`src/rtl/pipe_hazard_ctrl.sv`:
```
// Central hazard controller for the in-order pipeline: sequences jumps, MDU
// waits, bus wait states and interrupt entry. It drives the stall and flush
// controls of the PC, IF/ID and ID/EX registers, and counts stalled cycles.
module pipe_hazard_ctrl #(
  parameter int unsigned              ADDR_W  = 32,
  parameter int unsigned              CNT_W   = 16,
  parameter logic [ADDR_W-1:0]        IRQ_VEC = ADDR_W'(32'h0000_0004)
) (
  input  logic              clk,
  input  logic              rstn,
  input  logic              jump_req_i,
  input  logic [ADDR_W-1:0] jump_addr_i,
  input  logic              load_use_i,
  input  logic              mdu_req_i,
  input  logic              mdu_done_i,
  input  logic              bus_req_i,
  input  logic              bus_gnt_i,
  input  logic              irq_req_i,
  output logic              stall_pc_o,
  output logic              stall_if_o,
  output logic              stall_ex_o,
  output logic              flush_if_o,
  output logic              flush_ex_o,
  output logic              jump_o,
  output logic [ADDR_W-1:0] jump_addr_o,
  output logic              irq_ack_o,
  output logic [CNT_W-1:0]  stall_cnt_o
);

  typedef enum logic [2:0] {
    ST_RUN       = 3'd0,
    ST_MDU_WAIT  = 3'd1,
    ST_BUS_WAIT  = 3'd2,
    ST_IRQ_FLUSH = 3'd3,
    ST_IRQ_JUMP  = 3'd4
  } state_t;

  state_t             state_q, state_d;
  logic [CNT_W-1:0]   stall_cnt_q, stall_cnt_d;

  logic               stall_pc_s, stall_if_s, stall_ex_s;
  logic               flush_if_s, flush_ex_s;
  logic               jump_s, irq_ack_s;
  logic [ADDR_W-1:0]  jump_addr_s;

  // Next-state and raw control outputs; reset drives bubbles into both stages.
  always_comb begin
    state_d     = state_q;
    stall_pc_s  = 1'b0;
    stall_if_s  = 1'b0;
    stall_ex_s  = 1'b0;
    flush_if_s  = 1'b0;
    flush_ex_s  = 1'b0;
    jump_s      = 1'b0;
    irq_ack_s   = 1'b0;
    jump_addr_s = {ADDR_W{1'b0}};
    if (!rstn) begin
      flush_if_s = 1'b1;
      flush_ex_s = 1'b1;
      state_d    = ST_RUN;
    end else begin
      case (state_q)
        ST_RUN: begin
          if (jump_req_i) begin
            jump_s      = 1'b1;
            jump_addr_s = jump_addr_i;
            flush_if_s  = 1'b1;
            flush_ex_s  = 1'b1;
          end else if (mdu_req_i && !mdu_done_i) begin
            stall_pc_s = 1'b1;
            stall_if_s = 1'b1;
            stall_ex_s = 1'b1;
            state_d    = ST_MDU_WAIT;
          end else if (bus_req_i && !bus_gnt_i) begin
            stall_pc_s = 1'b1;
            stall_if_s = 1'b1;
            stall_ex_s = 1'b1;
            state_d    = ST_BUS_WAIT;
          end else if (irq_req_i) begin
            stall_pc_s = 1'b1;
            flush_if_s = 1'b1;
            flush_ex_s = 1'b1;
            state_d    = ST_IRQ_FLUSH;
          end else if (load_use_i) begin
            stall_pc_s = 1'b1;
            stall_if_s = 1'b1;
            flush_ex_s = 1'b1;
          end else begin
            state_d = ST_RUN;
          end
        end
        ST_MDU_WAIT: begin
          if (mdu_done_i) begin
            state_d = ST_RUN;
          end else begin
            stall_pc_s = 1'b1;
            stall_if_s = 1'b1;
            stall_ex_s = 1'b1;
          end
        end
        ST_BUS_WAIT: begin
          if (bus_gnt_i) begin
            state_d = ST_RUN;
          end else begin
            stall_pc_s = 1'b1;
            stall_if_s = 1'b1;
            stall_ex_s = 1'b1;
          end
        end
        ST_IRQ_FLUSH: begin
          stall_pc_s = 1'b1;
          flush_if_s = 1'b1;
          flush_ex_s = 1'b1;
          state_d    = ST_IRQ_JUMP;
        end
        ST_IRQ_JUMP: begin
          jump_s      = 1'b1;
          jump_addr_s = IRQ_VEC;
          flush_if_s  = 1'b1;
          flush_ex_s  = 1'b1;
          irq_ack_s   = 1'b1;
          state_d     = ST_RUN;
        end
        default: begin
          state_d = ST_RUN;
        end
      endcase
    end
  end

  // A flushed register never also holds: flush overrides stall per stage.
  always_comb begin
    stall_pc_o  = stall_pc_s;
    stall_if_o  = stall_if_s & ~flush_if_s;
    stall_ex_o  = stall_ex_s & ~flush_ex_s;
    flush_if_o  = flush_if_s;
    flush_ex_o  = flush_ex_s;
    jump_o      = jump_s;
    jump_addr_o = jump_addr_s;
    irq_ack_o   = irq_ack_s;
    stall_cnt_o = stall_cnt_q;
  end

  // Saturating count of cycles in which the PC was held.
  always_comb begin
    stall_cnt_d = stall_cnt_q;
    if (!rstn) begin
      stall_cnt_d = {CNT_W{1'b0}};
    end else if (stall_pc_o && (stall_cnt_q != {CNT_W{1'b1}})) begin
      stall_cnt_d = stall_cnt_q + CNT_W'(1);
    end else begin
      stall_cnt_d = stall_cnt_q;
    end
  end

  // State and counter registers; reset is folded into the _d logic.
  always_ff @(posedge clk) begin
    state_q     <= state_d;
    stall_cnt_q <= stall_cnt_d;
  end

endmodule

```
`config.mk`:
```
export PLATFORM = sky130hd
export DESIGN_NAME = pipe_hazard_ctrl
export DESIGN_NICKNAME = d
export VERILOG_FILES = /design/src/rtl/pipe_hazard_ctrl.sv
export SDC_FILE = /design/constraint.sdc
export NUM_CORES = 1
export LEC_CHECK = 0
export CAP_MARGIN = 20
export CORE_UTILIZATION = 34
export DETAILED_ROUTE_END_ITERATION = 16
export GPL_ROUTABILITY_DRIVEN = 0
export PLACE_DENSITY = 0.78
export SLEW_MARGIN = 20
export SYNTH_ARGS = -nofsm -noshare
export SYNTH_HDL_FRONTEND = slang
export SYNTH_SLANG_ARGS = --single-unit
```
`constraint.sdc`:
```
create_clock -name clk -period 2.9 [get_ports clk]
set_input_delay 0.29 -clock clk [delete_from_list [all_inputs] [get_ports clk]]
set_output_delay 0.29 -clock clk [all_outputs]
set_load 0.005 [all_outputs]
```
==> reports/qor.txt <==
Slew @ Worst Pin: 0.392 ns
nets: 312
Arr. time, crit path: 2.20 ns
CTS root buffer: clkbuf_8
cts bufs inserted: 3
kind of critical path: in -> out
Sink Count: 19
I/O pin cnt: 96
DP Worst Slack: 0.185 ns
synthesis-to-finish area growth: 79.9%
Post-CTS Setup Bufs: 0
share of post-route cells with drive strength above 1: 3.35%
crit end category: output port
sequential-to-total area share from yosys stat: 29.4%
Starting Density: 35.4%
drt pass-1 iters: 4
Mapped Cells: 177
Leak Pwr: 0.840 nW
P_sw: 0.170 mW
PostCTS Resize Cnt: 0
CTS hold repair buffers: 0
part of the power in registers: 41.6%
Worst-Skew Late Latency: 0.26 ns
Min Clock Period, post-route: 2.49 ns
VDD IR max: 0.195 mV
initial antenna violation count: 0
clk buf depth: 2
row cnt: 22
FMAX: 401 MHz
# setup viols final: 0
vias: 1,519
relative slew slack: 73.8%
Worst-path clk slew: 0.07 ns
core box area: 3660 sq um
DRC: 0
post-route ant nets: 0
non-filler cells, final: 317
placed insts: 313
Routed wire per std cell: 12.6 microns
Synth Cell Area: 1290 sq um
DP Wirelength: 3170 microns
Ys Warns: 0
syn_nets: 219
vias in the first global route: 1,347
WP data required: 2.61 ns
flop2flop setup slack: 0.45 ns
Pwr Density: 283 nW/um^2
first-pass GRT wire length: 6340 microns
die width: 63.7 microns
library cells used by synthesis: 36
# diodes: 0
max cap viols: 0
commonest non-fill, non-tap cell in the layout: clkdlybuf4s50_1
most frequent cells in the layout: clkdlybuf4s50_1, and2_1, nor2_1, dfxtp_1, nand2_1
total design power: 0.660 mW
RSZ-0062 raised after global routing: false
Comb pwr share: 30.5%
CTS tree: done
Tightest Hold Check Type: reg -> reg
vias per inst: 4.79
Setup WS post-layout: 0.406 ns
Hold Vio Cnt, Final: 0
GRT Total Usage: 19.8%
worst-path fanout max: 31
switch share: 25.8%
die height: 63.7 microns
clock power share: 27.9%
Slew Limit Fails: 0
Setup crit start kind: primary input
FF+latch count, synth: 19
Int Pwr: 0.490 mW
total wire length: 4000 microns
grt total ovfl: 0
syn avg cell area: 7.32 sq um
1st-iter DRT viols: 69
H-tree levels: 1
post-route clock period utilization: 86.0%
IO Port Bufs: 95
final setup TNS: 0 ns
Die Area: 4060 sq um
outcome: finished, final reports clean
largest net degree at the start of global routing: 32
Post-Route Skew: 0.00515 ns
power by group through the flow:
stage                     clock network (mW)  logic [mW]  registers (mW)
after detailed placement                   0       0.200           0.281
after global routing                   0.210       0.218           0.276
after CTS                              0.189       0.202           0.275
final                                  0.184       0.201           0.275
after global placement                     0       0.200           0.280
after floorplan                            0      0.0789           0.276
per-layer routing:
layer / global-route usage [%] / vias up / part of all wire [%]
li1: - / 796 / -
met3: 3.44 / 4 / 3.4
met2: 32.4 / 38 / 48
met5: 0 / - / 0
met4: 5.68 / 0 / 0.90
met1: 26.3 / 681 / 48
cells by family (layout without fill, tap and decap cells):
family,count (synthesis),in the layout,synth area share (%)
AOI/OAI and AO/OA,28,28,12.7
xor gates and xnor gates,4,4,2.71
adders and majority gates,1,1,0.966
buffers and inverters,13,105,4.54
DFF,19,19,29.4
muxes,5,5,3.86
and+or+nand+nor,107,107,45.9
worst max-delay path: stages:
cell	delay [ns]
clkdlybuf4s50_1	0.65
nand2_1	0.11
nor4_2	0.15
buf_4	0.29
and2_1	0.20
clkdlybuf4s50_1	0.52
cell type report:
cell class | instances | area [sq um]
fill | 347 | 1330
timing repair buffer | 97 | 966
multi-input combinational | 145 | 862
sequential | 19 | 380
tap | 48 | 60.1
clock buffer | 3 | 41.3
inverter | 4 | 15.0
clock inverter | 1 | 5.00
stage by stage:
| step | area [sq um] | hold slack (ns) | utilization, % |
|---|---|---|---|
| 3_3_place_gp | 2280 | 0.488 | 62.4 |
| 5_1_grt | 2330 | 0.557 | 63.6 |
| 3_5_place_dp | 2280 | 0.495 | 62.4 |
| 4_1_cts | 2330 | 0.508 | 63.6 |
| 6_report | 2330 | 0.509 | 63.6 |
| 2_1_floorplan | 1290 | 0.439 | - |
registers in the layout (all words and copies together) (netlist names):
| register | count |
|---|---|
| state_q | 3 |
| stall_cnt_o | 16 |
synth_stat cells (all sizes together):
cell / instances / share of area (%)
a21oi: 9 / 3.5
a31oi: 1 / 0.48
and2: 32 / 15
and3: 1 / 0.48
and4: 1 / 0.68
buf: 3 / 1.6
clkbuf: 6 / 1.7
dfxtp: 19 / 29
ha: 1 / 0.97
inv: 4 / 1.2
mux2i: 5 / 3.9
nand2: 13 / 3.8
nand2b: 3 / 1.4
nand3: 9 / 3.9
nand3b: 1 / 0.58
nand4: 5 / 2.4
nand4b: 1 / 0.68
nor2: 22 / 6.4
nor2b: 5 / 2.4
nor3: 3 / 1.2
nor3b: 1 / 0.58
nor4: 3 / 1.9
nor4b: 1 / 0.68
o211ai: 2 / 1.2
o21a: 3 / 1.7
o21ai: 9 / 3.5
o31ai: 4 / 2.3
or3: 3 / 1.4
or4: 2 / 1.2
or4b: 1 / 0.77
xnor2: 1 / 0.68
xor2: 3 / 2.0
path summary, 6_finish.rpt:
check | end | depth (start not counted) | startpoint
min | stall_cnt_o[13]$_SDFFE_PN0P_ | 2 | stall_cnt_o[13]$_SDFFE_PN0P_
max | jump_addr_o[19] | 6 | rstn
max reg2reg | stall_cnt_o[13]$_SDFFE_PN0P_ | 6 | state_q[2]$_SDFFE_PN0P_
min reg2reg | stall_cnt_o[13]$_SDFFE_PN0P_ | 2 | stall_cnt_o[13]$_SDFFE_PN0P_
(Power assumes the default switching activity.)
